## src/rtl/macload_csr_bank.sv

```systemverilog
// MAC-load pointer CSR bank: activation/weight address, stride, rollback and skip registers,
// updated by software CSR ops and by hardware address-update writes from the load controller.
module macload_csr_bank #(
    parameter logic [11:0] A_BASE = 12'h7D0,
    parameter logic [11:0] W_BASE = 12'h7D8
) (
    input  logic        clk_i,
    input  logic        rst_i,
    input  logic [1:0]  sw_op_i,
    input  logic [11:0] sw_addr_i,
    input  logic [31:0] sw_wdata_i,
    output logic [31:0] sw_rdata_o,
    output logic        sw_hit_o,
    input  logic [1:0]  hw_op_i,
    input  logic [11:0] hw_addr_i,
    input  logic [31:0] hw_wdata_i,
    output logic [31:0] a_address_o,
    output logic [31:0] w_address_o,
    output logic [31:0] a_stride_o,
    output logic [31:0] w_stride_o,
    output logic [31:0] a_rollback_o,
    output logic [31:0] w_rollback_o,
    output logic [31:0] a_skip_o,
    output logic [31:0] w_skip_o,
    output logic        csr_a_rstn_o,
    output logic        csr_w_rstn_o,
    output logic        hw_drop_o
);

    typedef enum logic [1:0] {
        OP_NONE  = 2'd0,
        OP_WRITE = 2'd1,
        OP_SET   = 2'd2,
        OP_CLEAR = 2'd3
    } csr_op_e;

    csr_op_e     sw_op;
    csr_op_e     hw_op;
    logic [31:0] regs [8];
    logic [11:0] a_off;
    logic [11:0] w_off;
    logic        hit_a;
    logic        hit_w;
    logic [2:0]  sw_idx;
    logic        sw_act;
    logic [31:0] sw_old;
    logic [31:0] sw_new;
    logic        hw_a;
    logic        hw_w;
    logic [2:0]  hw_idx;
    logic        hw_apply;
    logic        hw_drop_d;

    assign sw_op = csr_op_e'(sw_op_i);
    assign hw_op = csr_op_e'(hw_op_i);

    // Index layout: 0..3 = A_ADDR/STRIDE/ROLLBACK/SKIP, 4..7 = the W_* counterparts.
    assign a_off  = sw_addr_i - A_BASE;
    assign w_off  = sw_addr_i - W_BASE;
    assign hit_a  = (a_off < 12'd4);
    assign hit_w  = (w_off < 12'd4);
    assign sw_idx = hit_a ? {1'b0, a_off[1:0]} : {1'b1, w_off[1:0]};

    assign sw_hit_o   = hit_a | hit_w;
    assign sw_rdata_o = sw_hit_o ? regs[sw_idx] : '0;

    always_comb begin
        sw_act = sw_hit_o && (sw_op != OP_NONE);
        sw_old = regs[sw_idx];
        sw_new = sw_old;
        unique case (sw_op)
            OP_WRITE: sw_new = sw_wdata_i;
            OP_SET:   sw_new = sw_old | sw_wdata_i;
            OP_CLEAR: sw_new = sw_old & ~sw_wdata_i;
            default:  sw_new = sw_old;
        endcase
    end

    // A hardware write loses to a software op on the same register in the same cycle.
    always_comb begin
        hw_a      = (hw_op == OP_WRITE) && (hw_addr_i == A_BASE);
        hw_w      = (hw_op == OP_WRITE) && (hw_addr_i == W_BASE);
        hw_idx    = hw_w ? 3'd4 : 3'd0;
        hw_apply  = (hw_a || hw_w) && !(sw_act && (sw_idx == hw_idx));
        hw_drop_d = (hw_op != OP_NONE) && !hw_apply;
    end

    always_ff @(posedge clk_i) begin
        if (rst_i) begin
            regs         <= '{default: '0};
            csr_a_rstn_o <= 1'b1;
            csr_w_rstn_o <= 1'b1;
            hw_drop_o    <= 1'b0;
        end else begin
            if (hw_apply) begin
                regs[hw_idx] <= hw_wdata_i;
            end
            if (sw_act) begin
                regs[sw_idx] <= sw_new;
            end
            csr_a_rstn_o <= !(sw_act && !sw_idx[2]);
            csr_w_rstn_o <= !(sw_act && sw_idx[2]);
            hw_drop_o    <= hw_drop_d;
        end
    end

    assign a_address_o  = regs[0];
    assign a_stride_o   = regs[1];
    assign a_rollback_o = regs[2];
    assign a_skip_o     = regs[3];
    assign w_address_o  = regs[4];
    assign w_stride_o   = regs[5];
    assign w_rollback_o = regs[6];
    assign w_skip_o     = regs[7];

endmodule
```

## config.mk

```make
export PLATFORM = sky130hd
export DESIGN_NAME = macload_csr_bank
export DESIGN_NICKNAME = d
export VERILOG_FILES = /design/src/rtl/macload_csr_bank.sv
export SDC_FILE = /design/constraint.sdc
export NUM_CORES = 1
export LEC_CHECK = 0
export ABC_AREA = 0
export CORE_MARGIN = 2
export CORE_UTILIZATION = 49
export DETAILED_ROUTE_END_ITERATION = 16
export PLACE_DENSITY = 0.79
export SLEW_MARGIN = 0
export SYNTH_ARGS = -nofsm -noshare
export SYNTH_HDL_FRONTEND = slang
export SYNTH_SLANG_ARGS = --single-unit
```

## constraint.sdc

```tcl
create_clock -name clk_i -period 2.9 [get_ports clk_i]
set_input_delay 0.29 -clock clk_i [delete_from_list [all_inputs] [get_ports clk_i]]
set_output_delay 0.29 -clock clk_i [all_outputs]
set_load 0.01 [all_outputs]
```

==> run_results.csv <==
group,metric,value,unit
run_status,status,"finished clean",
sta,fin_crit_sh,99.6,%
power_and_ir_drop,peakVddDrop,0.000317,V
power_and_ir_drop,power,7.82,mW
setup_path,critical_path_required,2.61,ns
power_and_ir_drop,p_int,5.90,mW
routing,drc_errors,0,
routing,num_vias,12000,
clock_network,root_buffer,"clkbuf_16",
routing,vias_per_cell,5.84,
routing,drtIter0Drc,849,
routing,dr.pass1.iters,5,
synth,ys_seq_elements,259,
hold_path,hold_class,"in2reg",
setup_path,rrSetupSlack,0.96,ns
sta,grt_setup_unrepaired,"true",
floorplanning,rows,61,
sta,min_period,2.89,ns
setup_path,start_kind,"input port",
setup_path,critPathKind,"in2out",
power_and_ir_drop,seq_power_share,45.6,%
placement,io_buffers,385,
layout,num_antenna_cells,0,
setup_path,crit_path_frequent_cell,"clkdlybuf4s50_1",
clock_network,cts.sinks,259,
synth,ys_seq_area_share,38.1,%
placement,gp_congestion,0.861,
synth,yosysWarnings,0,
grt,grt_antenna_before_repair,0,
clock_network,clock_path_buffers,3,
floorplanning,dieWidth,171,um
synth,syn_area,13600,um2
synth,async_flop_share,0,%
sta,worstMarginPinSlew,0.765,ns
clock_network,clk_pin_slew,0.06,ns
power_and_ir_drop,power_frac_clock,44.8,%
grt,overflow,0,
synth,avgSynthCellArea,10.9,um2
power_and_ir_drop,switching_share,24.6,%
floorplanning,dieArea,29200,um2
clock_network,cts_tree,"yes",
floorplanning,initial_utilization,49.4,%
floorplanning,die_height,171,um
setup_path,cpPeakStageDelay,0.51,ns
placement,place_inst,1981,
grt,grt_pass1_wl,70700,um
setup_path,cp_max_fo,12,
setup_path,crit_path_cell_trace,"clkdlybuf4s50_1, or4b_4, nor4_4, buf_4, buf_12, mux2i_2, nor2_1, clkdlybuf4s50_1",
layout,fin_cells,2056,
clock_network,cts_buffers,27,
clock_network,cts.htree.levels,1,
synth,netlist_instances,1247,
power_and_ir_drop,leakagePower,6.60,nW
synth,synth_cell_type_count,49,
layout,drive_gt1_share,31.7,%
clock_network,clk_latency,0.53,ns
synth,syn_nets,1342,
setup_path,cp_data_arrival_time,2.60,ns
grt,grt_pass1_vias,12000,
power_and_ir_drop,powerDensity,395,nW/um2
clock_network,cts_hold_buffers,0,
synth,synth_top_flop_cell,"dfxtp_1",
routing,routed_wl,47000,um
job,cap_viol_max_count,0,
setup_path,cp_slowest_cell,"or4b_4",
power_and_ir_drop,pwr-share-comb,9.7,%
sta,setup_viol,0,
floorplanning,pin_count,386,
sta,skew,0.00750,ns
layout,fillers,1923,
sta,clock.fmax,346,MHz
sta,slew_viol_final,0,
grt,grt_use_total,31.3,%
sta,slew_headroom,49.0,%
sta,timing.final.hold_violations,0,
layout,areaGrowthSynthToFinish,45.5,%
power_and_ir_drop,power_switching,1.92,mW
routing,wl_per_cell,22.8,um
layout,fin_nets,1753,
floorplanning,core_area,27600,um2
setup_path,cp-end-kind,"output port",
grt,grt_max_degree,75,
placement,dpl.hpwl,32400,um
synth,synth_edf_count,0,
routing,final_antenna_net_count,0,
-- per-stage QoR --
step                hold slack, ns  setup WS (ns)  util, %  TNS [ns]  area, um2
floorplan                    0.457          0.674        -         0      13600
global placement             0.453         -0.225     66.9     -7.53      18400
detailed placement           0.465         -0.399     66.9    -14.64      18400
CTS                          0.238        -0.0784     71.0    -0.602      19600
global route                 0.251        -0.0846     71.9    -0.265      19800
finish                       0.229         0.0106     71.9         0      19800
-- layout make-up --
class                      instances  area [um2]  area share (%)
sequential                       259        5180            26.2
multi-input combinational        866        8160            41.1
clock buffer                      30         697            3.52
timing repair buffer             503        5110            25.8
tap                              378         473            2.39
inverter                           1        3.75          0.0189
clock inverter                    19         194           0.978
-- Yosys cell counts, types with 2 or more instances --
cell      count  area share [%]
nand2_1      46             1.3
mux2i_1      79             5.8
buf_2        43             1.6
buf_1         4            0.11
xnor2_1      33             2.1
a211oi_1     16            0.88
mux2_2       32             2.6
buf_6         7            0.58
a21o_1       29             1.6
nor2b_1       2           0.092
nor3b_1       2            0.11
o31ai_1       2            0.11
nor2_1      254             7.0
nor2_2        2           0.092
a22o_4       27             3.5
buf_4         3            0.17
or2_2         2           0.092
a21oi_1      37             1.4
nand3_1       4            0.15
nand2b_1      6            0.28
a22o_1        2            0.13
nand3b_1      4            0.22
o21ai_0       3            0.11
a211oi_2    195              18
nand4_1       2           0.092
nor3_1        3            0.11
dfxtp_1     259              38
nor3_2        2            0.15
nor4_4        2            0.31
mux4_2       62              10
clkbuf_1     65             1.8
-- layout by cell type (no fill, tap or decap), types with 3 or more instances in the layout --
cell type / netlist / final
clkdlybuf4s50_1: 0 / 347
dfxtp_1: 259 / 259
nor2_1: 254 / 252
a211oi_2: 195 / 195
buf_4: 3 / 87
mux4_2: 62 / 63
mux2i_1: 79 / 58
nand2_1: 46 / 45
a21oi_1: 37 / 37
xnor2_1: 33 / 33
mux2_2: 32 / 32
buf_12: 0 / 30
a21o_1: 29 / 29
a22o_4: 27 / 27
clkbuf_16: 0 / 27
dlygate4sd2_1: 0 / 24
a211oi_1: 16 / 16
mux2i_4: 0 / 15
dlymetal6s2s_1: 0 / 9
clkinv_2: 0 / 8
mux2i_2: 0 / 6
nand2b_1: 6 / 6
clkinvlp_4: 0 / 5
nor2_4: 0 / 4
nand3b_1: 4 / 4
nand3_1: 4 / 3
nor4_4: 2 / 3
o21ai_0: 3 / 3
bufinv_16: 0 / 3
-- critical path, delay by kind of cell --
| kind | cells | cell delay (ns) |
|---|---|---|
| buf+inv | 4 | 1.28 |
| mux | 1 | 0.25 |
| simple gates | 3 | 0.76 |
-- path summary, 6_finish.rpt --
path	end	from	cells after the start
worst min register to register	a_stride_o[4]	a_stride_o[4]	2
worst min-delay path	w_rollback_o[18]	rst_i	2
worst max register to register	w_address_o[26]	a_skip_o[26]	6
worst max-delay path	sw_rdata_o[8]	sw_addr_i[2]	8
-- flip-flops by register name, indices dropped and copies added (netlist names) --
signal / flops
w_skip_o: 32
w_rollback_o: 32
w_address_o: 32
csr_a_rstn_o: 1
a_stride_o: 32
a_skip_o: 32
a_address_o: 32
w_stride_o: 32
hw_drop_o: 1
csr_w_rstn_o: 1
a_rollback_o: 32
-- layer usage --
layer,vias to the layer above,track usage (%),share of wire [%]
met2,518,53.4,49
met3,98,5.92,7.4
met1,5979,39.6,40
met4,0,11.4,3.4
li1,5416,-,-
met5,-,0,0
-- power groups by stage --
stage	logic [mW]	registers (mW)	clock network [mW]
after CTS	0.754	3.56	3.53
after global routing	0.800	3.56	3.68
final	0.757	3.56	3.50
after detailed placement	0.746	3.64	0
after floorplan	0.439	3.64	0
after global placement	0.734	3.64	0
-- kinds of logic after synthesis --
kind of cell / after synthesis / synth area share (%)
AND/OR/NAND/NOR: 340 / 10.5
AO/OA/AOI/OAI: 317 / 26.1
flip-flops: 259 / 38.1
multiplexers: 174 / 18.9
buffers and inverters: 123 / 4.25
XOR/XNOR: 33 / 2.12
adder cells (fa/ha/maj): 1 / 0.0918
-- what timing repair did --
item | in CTS | in global routing
buffers inserted | 12 | 13
resized for setup | 50 | 29
pin swaps | 4 | 1
hold endpoints to repair | 0 | 0
setup endpoints to repair | 33 | 16
cloned | 1 | 0
(Power assumes the default switching activity.)
